File: config.mk
export PLATFORM = sky130hd
export DESIGN_NAME = player2_move
export DESIGN_NICKNAME = d
export VERILOG_FILES = /design/src/rtl/bomber_pkg.sv /design/src/rtl/corner_calc.sv /design/src/rtl/player2_move.sv
export SDC_FILE = /design/constraint.sdc
export NUM_CORES = 1
export LEC_CHECK = 0
export CAP_MARGIN = 30
export CORE_AREA = 2 2 90 92
export CTS_CLUSTER_SIZE = 12
export DETAILED_ROUTE_END_ITERATION = 8
export DIE_AREA = 0 0 92 94
export GPL_ROUTABILITY_DRIVEN = 0
export PLACE_DENSITY = 0.75
export SLEW_MARGIN = 10
export SYNTH_ARGS = -nofsm -noshare
export SYNTH_HDL_FRONTEND = slang
export SYNTH_HIERARCHICAL = 1
export SYNTH_SLANG_ARGS = --single-unit
File: constraint.sdc
create_clock -name clk -period 3.4 [get_ports clk]
set_input_delay 0.34 -clock clk [delete_from_list [all_inputs] [get_ports clk]]
set_output_delay 0.34 -clock clk [all_outputs]
set_load 0.05 [all_outputs]
File: src/rtl/bomber_pkg.sv
// Shared types and geometry constants for the player movers and renderers.
package bomber_pkg;

  typedef enum logic [2:0] {
    DIR_NONE,
    DIR_UP,
    DIR_DOWN,
    DIR_LEFT,
    DIR_RIGHT
  } dir_t;

  localparam int unsigned TILE_SHIFT  = 5;
  localparam int unsigned SPRITE_SIZE = 32;
  localparam int unsigned HACTIVE     = 800;
  localparam int unsigned VACTIVE     = 600;
  localparam int unsigned SPRITE_MAX  = 6;

endpackage

File: src/rtl/corner_calc.sv
// Maps a move direction and target box origin to the tile coordinates of the
// two leading corners that must be free for the move to be legal.
module corner_calc
  import bomber_pkg::*;
(
  input  dir_t              dir,
  input  logic signed [10:0] tx,
  input  logic signed [10:0] ty,
  output logic [4:0]        col_a,
  output logic [4:0]        row_a,
  output logic [4:0]        col_b,
  output logic [4:0]        row_b
);

  localparam logic signed [10:0] FarOff = 11'(SPRITE_SIZE - 1);

  logic signed [10:0] ax, ay, bx, by;

  always_comb begin
    ax = tx;
    ay = ty;
    bx = tx + FarOff;
    by = ty + FarOff;
    unique case (dir)
      DIR_UP:    by = ty;
      DIR_DOWN:  ay = ty + FarOff;
      DIR_LEFT:  bx = tx;
      DIR_RIGHT: ax = tx + FarOff;
      default:   ;
    endcase
    // Sums stay 11-bit; only in-bounds targets reach the map so they are non-negative.
    col_a = 5'(ax >>> TILE_SHIFT);
    row_a = 5'(ay >>> TILE_SHIFT);
    col_b = 5'(bx >>> TILE_SHIFT);
    row_b = 5'(by >>> TILE_SHIFT);
  end

endmodule

File: src/rtl/player2_move.sv
// Per-frame position/animation controller for player 2: on each frame tick it
// probes the tile map at the two leading corners and commits or holds the move.
module player2_move #(
  parameter int          INIT_X   = 32,
  parameter int          INIT_Y   = 32,
  parameter int          STEP     = 2,
  parameter int unsigned ANIM_DIV = 4,
  parameter int          HACTIVE  = 800,
  parameter int          VACTIVE  = 600
) (
  input  logic               clk,
  input  logic               reset_n,
  input  logic               frame_tick,
  input  logic               btn_up,
  input  logic               btn_down,
  input  logic               btn_left,
  input  logic               btn_right,
  output logic [4:0]         map_col,
  output logic [4:0]         map_row,
  input  logic               map_solid,
  output logic signed [10:0] centerX2,
  output logic signed [10:0] centerY2,
  output logic [2:0]         sprite_num,
  output logic               busy
);

  import bomber_pkg::*;

  localparam logic signed [10:0] InitX = 11'(INIT_X);
  localparam logic signed [10:0] InitY = 11'(INIT_Y);
  localparam logic signed [10:0] StepS = 11'(STEP);
  localparam logic signed [10:0] MaxX  = 11'(HACTIVE - int'(SPRITE_SIZE));
  localparam logic signed [10:0] MaxY  = 11'(VACTIVE - int'(SPRITE_SIZE));
  localparam int unsigned        AnimW = (ANIM_DIV > 2) ? $clog2(ANIM_DIV) : 1;
  localparam logic [AnimW-1:0]   AnimLast = AnimW'(ANIM_DIV - 1);

  typedef enum logic [2:0] {StIdle, StReqA, StReqB, StWaitB, StCommit} state_e;

  state_e             state_q, state_d;
  dir_t               dir_q, dir_req, cc_dir;
  logic signed [10:0] x_q, y_q, x_d, y_d;
  logic signed [10:0] tx_q, ty_q, tx_req, ty_req, cc_tx, cc_ty;
  logic               blocked_q, blocked_req;
  logic               solid_a_q, solid_b_q;
  logic [4:0]         col_q, row_q, col_d, row_d;
  logic [4:0]         col_a, row_a, col_b, row_b;
  logic [AnimW-1:0]   anim_q, anim_d;
  logic [2:0]         sprite_q, sprite_d;
  logic               start, moved;

  assign start = (state_q == StIdle) && frame_tick;

  // Button priority up > down > left > right; one axis per frame.
  always_comb begin
    dir_req = DIR_NONE;
    tx_req  = x_q;
    ty_req  = y_q;
    if (btn_up) begin
      dir_req = DIR_UP;
      ty_req  = y_q - StepS;
    end else if (btn_down) begin
      dir_req = DIR_DOWN;
      ty_req  = y_q + StepS;
    end else if (btn_left) begin
      dir_req = DIR_LEFT;
      tx_req  = x_q - StepS;
    end else if (btn_right) begin
      dir_req = DIR_RIGHT;
      tx_req  = x_q + StepS;
    end
    blocked_req = (tx_req < 11'sd0) || (tx_req > MaxX) || (ty_req < 11'sd0) || (ty_req > MaxY);
  end

  // In IDLE the live request drives the corner lookup so corner A is ready on entry to REQ_A.
  assign cc_dir = (state_q == StIdle) ? dir_req : dir_q;
  assign cc_tx  = (state_q == StIdle) ? tx_req  : tx_q;
  assign cc_ty  = (state_q == StIdle) ? ty_req  : ty_q;

  corner_calc u_corner_calc (
    .dir   (cc_dir),
    .tx    (cc_tx),
    .ty    (cc_ty),
    .col_a (col_a),
    .row_a (row_a),
    .col_b (col_b),
    .row_b (row_b)
  );

  always_ff @(posedge clk or negedge reset_n) begin
    if (!reset_n) begin
      state_q <= StIdle;
    end else begin
      state_q <= state_d;
    end
  end

  always_comb begin
    state_d = state_q;
    unique case (state_q)
      StIdle: begin
        if (start) begin
          state_d = (dir_req == DIR_NONE || blocked_req) ? StCommit : StReqA;
        end
      end
      StReqA:   state_d = StReqB;
      StReqB:   state_d = StWaitB;
      StWaitB:  state_d = StCommit;
      StCommit: state_d = StIdle;
      default:  state_d = StIdle;
    endcase
  end

  always_comb begin
    col_d = col_q;
    row_d = row_q;
    if (start && dir_req != DIR_NONE && !blocked_req) begin
      col_d = col_a;
      row_d = row_a;
    end else if (state_q == StReqA) begin
      col_d = col_b;
      row_d = row_b;
    end
  end

  assign moved = (state_q == StCommit) && (dir_q != DIR_NONE) && !blocked_q &&
                 !solid_a_q && !solid_b_q;

  always_comb begin
    x_d      = x_q;
    y_d      = y_q;
    anim_d   = anim_q;
    sprite_d = sprite_q;
    if (state_q == StCommit) begin
      if (moved) begin
        x_d = tx_q;
        y_d = ty_q;
        if (anim_q == AnimLast) begin
          anim_d   = '0;
          sprite_d = (sprite_q >= 3'(SPRITE_MAX)) ? 3'd1 : sprite_q + 3'd1;
        end else begin
          anim_d = anim_q + AnimW'(1);
        end
      end else begin
        anim_d   = '0;
        sprite_d = '0;
      end
    end
  end

  always_ff @(posedge clk or negedge reset_n) begin
    if (!reset_n) begin
      dir_q     <= DIR_NONE;
      tx_q      <= InitX;
      ty_q      <= InitY;
      blocked_q <= 1'b0;
      solid_a_q <= 1'b0;
      solid_b_q <= 1'b0;
      col_q     <= '0;
      row_q     <= '0;
      x_q       <= InitX;
      y_q       <= InitY;
      anim_q    <= '0;
      sprite_q  <= '0;
    end else begin
      if (start) begin
        dir_q     <= dir_req;
        tx_q      <= tx_req;
        ty_q      <= ty_req;
        blocked_q <= blocked_req;
        solid_a_q <= 1'b0;
        solid_b_q <= 1'b0;
      end
      // Map read data lags the address by one cycle.
      if (state_q == StReqB) solid_a_q <= map_solid;
      if (state_q == StWaitB) solid_b_q <= map_solid;
      col_q    <= col_d;
      row_q    <= row_d;
      x_q      <= x_d;
      y_q      <= y_d;
      anim_q   <= anim_d;
      sprite_q <= sprite_d;
    end
  end

  always_comb begin
    busy       = (state_q != StIdle);
    map_col    = col_q;
    map_row    = row_q;
    centerX2   = x_q;
    centerY2   = y_q;
    sprite_num = sprite_q;
  end

endmodule
# ---- Word level (Yosys, flattened, before mapping)
# Index checks and enable logic that the tools add are counted.
dict set report classes {
  reduce_logical 25
  order_cmp 5
  muxes 32
  add_sub_neg 8
  eq_ne 11
}
# cell n
set ops {}
lappend ops {{$mux 11} 6}
lappend ops {{$mux 10} 6}
lappend ops {{$mux 3} 10}
lappend ops {{$add 11x3->11 const B} 2}
lappend ops {{$gt 11x11->1 const B} 2}
lappend ops {{$lt 11x1->1 const B} 2}
lappend ops {{$sub 11x3->11 const B} 2}
lappend ops {{$add 10x6->10 const B} 2}
lappend ops {{$mux 5} 4}
lappend ops {{$eq 3x2->1 const B} 4}
lappend ops {{$pmux 3 s4} 1}
lappend ops {{$reduce_bool 3->1} 3}
lappend ops {{$logic_and 1x1->1} 7}
lappend ops {{$eq 3x1->1 const B} 2}
lappend ops {{$eq 3x3->1 const B} 2}
lappend ops {{$logic_not 3->1} 2}
lappend ops {{$reduce_bool 2->1} 3}
lappend ops {{$logic_not 1->1} 4}
lappend ops {{$logic_or 1x1->1} 4}
lappend ops {{$mux 2} 2}
lappend ops {{$reduce_and 2->1} 2}
lappend ops {{$add 3x1->3 const B} 1}
lappend ops {{$ge 3x3->1 const B} 1}
lappend ops {{$mux 1} 3}
lappend ops {{other kinds (4)} 4}
dict set report word_totals {
  word_cells 94
  inputBits 8
  register_bits 68
}

# ---- Logic depth before layout (Yosys ltp)
# Gate-level depths: netlist of the first run.
dict set report logic_depth {
  word_depth 13
  depth_mapped 13
  mapped_depth_nobuf 13
}

# ---- Cells and area by module
# The synthesis of the first run kept the hierarchy.
# module cells_each n_inst area_each_um2
set modules_own_cells {}
lappend modules_own_cells {player2_move 386 1 3832.4}
lappend modules_own_cells {corner_calc 56 1 414.1}

# ---- Worst setup path before layout of the first run
# OpenSTA, ideal clock, no wires.
dict set report synth_path {
  kind {flip-flop to flip-flop}
  from {reg state_q[1]}
  to {reg row_q[4] (netlist: map_row[4])}
  path_stages_with_launch 13
  arrival_time_ps 3052
  n_path_buf 4
  path_slack_ps 224
  cell_sequence {dfrtp_1 -> clkbuf_1 -> or3_1 -> clkbuf_1 -> clkbuf_1 -> nand2_1 -> o21ai_0 -> clkbuf_1 -> and3_1 -> nand3_1 -> xnor2_1 -> mux2_2 -> mux2_2}
}
dict set report synth_between {
  elab_chain_cells 6
}
# element line_no
set synth_lines {}
lappend synth_lines {{start, declared} player2_move.sv:39} ;# state_e state_q, state_d;
lappend synth_lines {{start signal, assigned} player2_move.sv:91} ;# state_q <= StIdle;
lappend synth_lines {{start signal, assigned} player2_move.sv:93} ;# state_q <= state_d;
lappend synth_lines {{$logic_not 3->1} player2_move.sv:77} ;# assign cc_ty = (state_q == StIdle) ? ty_req : ty_q;
lappend synth_lines {{$mux 10} player2_move.sv:77}
lappend synth_lines {{via cc_ty[5]} player2_move.sv:42} ;# logic signed [10:0] tx_q, ty_q, tx_req, ty_req, cc_tx, cc_ty;
lappend synth_lines {{$add 10x6->10} corner_calc.sv:23} ;# by = ty + FarOff;
lappend synth_lines {{$mux 10} corner_calc.sv:24} ;# unique case (dir)
lappend synth_lines {{via row_b[4]} player2_move.sv:46} ;# logic [4:0] col_a, row_a, col_b, row_b;
lappend synth_lines {{$mux 5} player2_move.sv:119} ;# end else if (state_q == StReqA) begin
lappend synth_lines {{$mux 5} player2_move.sv:116} ;# if (start && dir_req != DIR_NONE && !blocked_req) begin
lappend synth_lines {{end signal, assigned} player2_move.sv:177} ;# row_q <= row_d;
lappend synth_lines {{end, declared} player2_move.sv:45} ;# logic [4:0] col_q, row_q, col_d, row_d;
# The timed path passes the listed nets, and every way through them passes these cells. The select of a mux whose other input is x is not followed.
# A chain may end at the register's enable or synchronous reset.

# ---- Worst setup path after layout of the first run
dict set report layout_path {
  from {in btn_up}
  to {reg row_q[4] (netlist: map_row[4])}
}
# element line_no
set layout_lines {}
lappend layout_lines {{start, declared} player2_move.sv:14} ;# input logic btn_up,
lappend layout_lines {{$mux 11} player2_move.sv:58} ;# if (btn_up) begin
lappend layout_lines {{$mux 10} player2_move.sv:77}
lappend layout_lines {{via cc_ty[7]} player2_move.sv:42}
lappend layout_lines {{$add 10x6->10} corner_calc.sv:23}
lappend layout_lines {{$mux 10} corner_calc.sv:24}
lappend layout_lines {{via row_b[4]} player2_move.sv:46}
lappend layout_lines {{$mux 5} player2_move.sv:119}
lappend layout_lines {{$mux 5} player2_move.sv:116}
# The timed path passes the listed nets, and every way through them passes these cells. The select of a mux whose other input is x is not followed.

==> impl_metrics.json, run 1 <==
{
  "status": "complete, no violations",
  "drive_above_1_share_pct": 22.63,
  "via_per_inst": 5.586,
  "dp.cells": 579,
  "grt_pass1_wl_um": 15550,
  "dpl_cell_area_mm2": 0.004860,
  "fin_crit_ps": 3165,
  "final.setup.worst_slack_ps": 235.0,
  "ctsHtreeMaxLevel": 3,
  "syn-num-nets": 453,
  "cp_slowest_stage_delay_ps": 620,
  "crit_path_end_kind": "register",
  "areaGrowthSynthToFinish_pct": 20.47,
  "path_cells": "clkdlybuf4s50_1 > buf_4 > nand3b_1 > or4_1 > o21ai_0 > xor2_1 > mux2_4 > and2_1 > and3_1 > nand3_1 > xnor2_1 > mux2_2 > mux2_2",
  "dr.pass1.iters": 4,
  "cts_buffer_depth": 2,
  "nets": 505,
  "multi_input_area_mm2": 0.002342,
  "io-pin-count": 44,
  "cpMostUsedCell": "mux2_2",
  "crit_path_start_kind": "input pin",
  "fill_cells": 606,
  "row_count": 32,
  "drtAntennaViolNets": 0,
  "track_usage_pct": 22.62,
  "grt_max_degree": 49,
  "start_util_pct": 55.59,
  "io_buffers": 43,
  "avgSynthCellArea_um2": 9.655,
  "cp.required_ps": 3620,
  "fmax_mhz": 316.0,
  "slew_headroom_pct": 53.92,
  "dpl.hpwl_um": 6516,
  "p_leak_nw": 2.177,
  "final-setup-viol-count": 0,
  "diodes": 0,
  "drv_slew": 0,
  "drt-initial-drc-count": 200,
  "rr_endpoint": "map_row[4]$_DFFE_PN0P_",
  "ff2ff_path_depth": 13,
  "seq_area_mm2": 0.001707,
  "cap_violations": 0,
  "drc": 0,
  "wl_per_cell_um": 15.18,
  "cpMaxStageDelayCell": "clkdlybuf4s50_1",
  "timing.final.crit_share_pct": 93.09,
  "hold_viol": 0,
  "die_w_um": 92,
  "dp_slack_ps": -88.39,
  "crit_arrival_ps": 3390,
  "power_mw": 4.884,
  "synthCells": 438,
  "irDropWorstVdd_uv": 516.3,
  "critPathKind": "in -> reg",
  "fin_skew_ps": 7.766,
  "rsz0062_at_grt": "no",
  "design.core.area_mm2": 0.007607,
  "hold_ws_ps": 342.9,
  "hold_path.class": "in -> async",
  "cts_buffers": 9,
  "r2r_slack_ps": 260,
  "wirelength_um": 9063,
  "clk_pin_slew_worst_paths_ps": 80,
  "postCtsSetupRepairBufs": 0,
  "clk_latency_ps": 340,
  "vias": 3335,
  "worstMarginPinSlew_ps": 689.7,
  "r2r_start": "centerY2[1]$_DFFE_PN0P_",
  "syn_area_mm2": 0.004229,
  "grt.overflow.total": 0,
  "antenna_found_initial": 0,
  "cts_tree": "yes",
  "die_area_mm2": 0.008648,
  "fin_cells": 597,
  "grt_pass1_vias": 3271,
  "root_buffer": "clkbuf_8",
  "clock-sinks": 68,
  "stdcell_area_mm2": 0.005095,
  "synth.yosys.warnings": 6,
  "power_density_mw_per_mm2": 958.6,
  "crit_fanout": 8,
  "fp.dieH_um": 94
}
## routing by layer
| layer | vias up | global-route usage [%] | part of all wire (%) |
|---|---|---|---|
| li1 | 1660 | - | - |
| met1 | 1606 | 29.56 | 46 |
| met2 | 65 | 37.62 | 49 |
| met3 | 4 | 4.494 | 4.0 |
| met4 | 0 | 7.960 | 0.70 |
| met5 | - | 0 | 0 |
## power by group
| part | total [mW] | switching [mW] | internal, mW |
|---|---|---|---|
| clock network | 0.678 | 0.321 | 0.357 |
| registers | 1.40 | 0.297 | 1.11 |
| logic | 2.80 | 1.61 | 1.19 |
## flip-flops by register name, indices dropped and copies added, names as in the netlist
signal and count:
anim_q 2, blocked_q 1, centerX2 11, centerY2 11
dir_q 3, map_col 5, map_row 5, solid_a_q 1
solid_b_q 1, sprite_num 3, state_q 3, tx_q 11
ty_q 11
## layout by cell type, fill, tap and decap left out, types with 9 or more instances in the layout
cell             count
clkbuf_8            10
buf_4               25
xnor2_1             26
xor2_1              14
nor2_1              17
nor4_1               9
o21ai_0             52
nand2_1             63
nand3_1             10
mux2_2              50
clkdlybuf4s50_1     42
dfrtp_1             64
## worst max-delay path, delay by kind of cell
kind	cells	cell delay (ps)
buffers and inverters	2	790
and+or+nand+nor	5	1000
muxes	3	760
xor gates and xnor gates	2	390
AOI/OAI and AO/OA	1	110
## final cells by class
cell class	instances	area share (%)
timing repair buffer	72	13.56
inverter	7	0.5157
clock inverter	6	1.252
clock buffer	10	2.701
tap	102	2.505
sequential	68	33.50
multi-input combinational	332	45.97
## per-stage QoR
stage | utilization, % | setup TNS (ps)
finish | 66.97 | 0
global route | 66.97 | 0
CTS | 66.53 | 0
detailed placement | 63.88 | -125.4
global placement | 63.52 | 0
floorplan | - | 0
## worst max-delay path by stage
stage / from / to / cells after the start
2_1_floorplan: state_q[1]$_DFFE_PN0P_ / map_row[4]$_DFFE_PN0P_ / 12
3_3_place_gp: btn_up / map_row[4]$_DFFE_PN0P_ / 13
3_5_place_dp: btn_up / map_row[4]$_DFFE_PN0P_ / 13
4_1_cts: btn_up / map_row[4]$_DFFE_PN0P_ / 13
5_1_grt: centerY2[1]$_DFFE_PN0P_ / map_row[4]$_DFFE_PN0P_ / 13
6_report: btn_up / map_row[4]$_DFFE_PN0P_ / 13
## what timing repair did
| action | 4_1_cts | 5_1_grt |
|---|---|---|
| endpoints found under the setup margin | 0 | 1 |
| endpoints found under the hold margin | 0 | 2 |
| hold buffers | 0 | 1 |
| gates resized for setup | 0 | 1 |
No activity file was read; power rests on OpenSTA's default activity.
==> run 2, diff against run 1 <==
--- a/config.mk
+++ b/config.mk
@@ -15,5 +15,4 @@
 export SLEW_MARGIN = 10
 export SYNTH_ARGS = -nofsm -noshare
 export SYNTH_HDL_FRONTEND = slang
-export SYNTH_HIERARCHICAL = 1
 export SYNTH_SLANG_ARGS = --single-unit
==> run 2 against run 1 <==
  * Fmax up 1.4%
  * Critical path depth down 3
  * Worst hold slack worse by 330 ps
  * Via count up 12%
  * Power up 8.4%
  * Final cell count up 5.0%
  * Die area unchanged
  * Sequential power up 11%
  * Count of clock-buffer cells in the layout up 4
  * Sequential share of layout area up 0.17 points
  * Flip-flop and latch count unchanged
  * Highest routed layer unchanged
==> impl_metrics.json, run 2 <==
{
  "cpMaxStageDelayCell": "a31oi_1",
  "fmax_mhz": 320.4,
  "avgSynthCellArea_um2": 9.019,
  "fin_skew_ps": 8.730,
  "drtAntennaViolNets": 0,
  "cts_buffer_depth": 2,
  "ys_top_cells_by_area": "dfrtp_1 38%, mux2_2 6.9%, nand2_1 5.3%, o21ai_0 4.9%, dfstp_2 2.5%",
  "die_area_mm2": 0.008648,
  "cp.required_ps": 3640,
  "areaGrowthSynthToFinish_pct": 19.35,
  "rr_endpoint": "map_col[4]$_DFFE_PN0P_",
  "drv_slew": 0,
  "path_cells": "inv_1 > ha_1 > nor4bb_1 > a21oi_1 > xor2_1 > or4_1 > a41o_1 > a31oi_1 > a22oi_1 > o21a_1",
  "hold_viol": 0,
  "crit_fanout": 8,
  "ys_types": 70,
  "crit_arrival_ps": 3370,
  "startpoint": "centerY2[2]$_DFFE_PN0P_",
  "final_common_cell": "dfrtp_1",
  "slew_headroom_pct": 51.80,
  "via_per_inst": 5.947,
  "synth.most_common_cell": "dfrtp_1",
  "postCtsSetupRepairBufs": 0,
  "critPathTopFamily": "compound AO/OA/AOI/OAI gates",
  "vias": 3729,
  "async_flop_share_pct": 100.0,
  "dr.pass1.iters": 4,
  "clock-sinks": 68,
  "ctsHtreeMaxLevel": 3,
  "ys_ff_latch": 68,
  "grt_pass1_wl_um": 17220,
  "drc": 0,
  "fin_crit_ps": 3121,
  "worstMarginPinSlew_ps": 721.4,
  "syn-num-nets": 485,
  "dpl.hpwl_um": 7250,
  "timing.final.crit_share_pct": 91.79,
  "dp_slack_ps": -10.94,
  "clk_pin_slew_worst_paths_ps": 70,
  "io_buffers": 43,
  "syn_area_mm2": 0.004248,
  "grt_max_degree": 48,
  "grt_pass1_vias": 3529,
  "synth.cells.most_frequent": "64 x dfrtp_1, 60 x nand2_1, 42 x o21ai_0",
  "die_w_um": 92,
  "start_util_pct": 55.84,
  "postCtsHoldBufs": 0,
  "synth-edff-count": 0,
  "r2r_start": "centerY2[2]$_DFFE_PN0P_",
  "synth.yosys.warnings": 0,
  "clk_latency_ps": 350,
  "irDropWorstVdd_uv": 471.6,
  "drive_above_1_share_pct": 15.24,
  "root_buffer": "clkbuf_8",
  "synth_largest_area_cell": "dfrtp_1",
  "seq_area_frac_synth_pct": 40.18,
  "fill_cells": 649,
  "fp.dieH_um": 94,
  "io-pin-count": 44,
  "critPathKind": "reg -> reg",
  "synth_top_area_share_pct": 37.70,
  "synth_flop_cell": "dfrtp_1",
  "layout_common_cells": "64 x dfrtp_1, 60 x nand2_1, 42 x o21ai_0, 42 x clkdlybuf4s50_1",
  "row_count": 32,
  "wl_met1_um": 4736,
  "nets": 534,
  "cap_violations": 0,
  "final-setup-viol-count": 0,
  "worstSetupPathDepth": 10,
  "cts-resized-gates": 0,
  "p_leak_nw": 2.118,
  "status": "complete, no violations",
  "dr_wl_met3_um": 468,
  "final.setup.worst_slack_ps": 279.2,
  "cp_slowest_stage_delay_ps": 600,
  "crit_path_end_kind": "register",
  "wl_per_cell_um": 16.30,
  "crit_path_start_kind": "register",
  "hold_ws_ps": 8.941,
  "antenna_found_initial": 0,
  "r2r_slack_ps": 280,
  "ff2ff_path_depth": 10,
  "synthCells": 471,
  "cp-endpoint": "map_col[4]$_DFFE_PN0P_",
  "grt.overflow.total": 0,
  "rsz0062_at_grt": "no",
  "diodes": 0,
  "wirelength_um": 10220,
  "wl_met2_um": 4875,
  "power_mw": 5.297,
  "worst-path-buf-inv": 1,
  "design.core.area_mm2": 0.007607,
  "cts_buffers": 9,
  "routed.top_layer": "met4",
  "drt-initial-drc-count": 183,
  "track_usage_pct": 25.01,
  "hold_path.class": "in -> async",
  "cts_tree": "yes",
  "power_density_mw_per_mm2": 1045
}
run 2: worst reg2reg max path, cell delays in order, from the launching register on:
cell and delay (ps):
dfrtp_1 470, inv_1 110, ha_1 190, nor4bb_1 320, a21oi_1 80, xor2_1 160
or4_1 510, a41o_1 230, a31oi_1 600, a22oi_1 190, o21a_1 140
run 2: metrics by stage:
step	TNS [ps]	cells	cell area, µm²	util (%)
2_1_floorplan	0	471	4248	-
3_3_place_gp	0	611	4872	64.05
3_5_place_dp	-10.94	611	4872	64.05
4_1_cts	0	627	5070	66.64
5_1_grt	0	627	5070	66.64
6_report	0	627	5070	66.64
run 2: report_power, final:
| part | internal (mW) | total, mW | switching [mW] |
|---|---|---|---|
| logic | 1.23 | 3.04 | 1.81 |
| registers | 1.15 | 1.56 | 0.412 |
| clock network | 0.379 | 0.689 | 0.310 |
| total | 2.76 | 5.30 | 2.54 |
run 2: final cells by class:
| type | instances | area [µm²] | area share [%] |
|---|---|---|---|
| Clock inverter | 2 | 35.03 | 0.6910 |
| Timing Repair Buffer | 70 | 640.6 | 12.64 |
| Tap cell | 102 | 127.6 | 2.517 |
| Clock buffer | 14 | 162.7 | 3.208 |
| Sequential cell | 68 | 1707 | 33.66 |
| Inverter | 15 | 56.30 | 1.111 |
| Multi-Input combinational cell | 356 | 2341 | 46.17 |
run 2: cells by family (layout without fill, tap and decap cells):
group	Yosys count	after routing	synth area share, %
flip-flops	68	68	40.18
multiplexers	30	30	7.835
AND/OR/NAND/NOR	176	176	22.56
XOR/XNOR	21	21	4.330
AO/OA/AOI/OAI	123	123	18.62
adder cells (fa/ha/maj)	6	6	1.767
buffers and inverters	47	101	4.712
run 2: how the worst min path moves through the flow:
stage | cells past startpoint | end
2_1_floorplan | 0 | anim_q[0]$_DFFE_PN0P_
3_3_place_gp | 1 | sprite_num[1]$_DFFE_PN0P_
3_5_place_dp | 1 | sprite_num[2]$_DFFE_PN0P_
4_1_cts | 1 | sprite_num[2]$_DFFE_PN0P_
5_1_grt | 1 | sprite_num[2]$_DFFE_PN0P_
6_report | 1 | sprite_num[2]$_DFFE_PN0P_
run 2: routing by layer:
metal	global-route usage, %	vias to the layer above
met3	4.815	14
met1	33.68	1810
met4	8.458	0
met5	0	-
met2	40.75	94
li1	-	1811
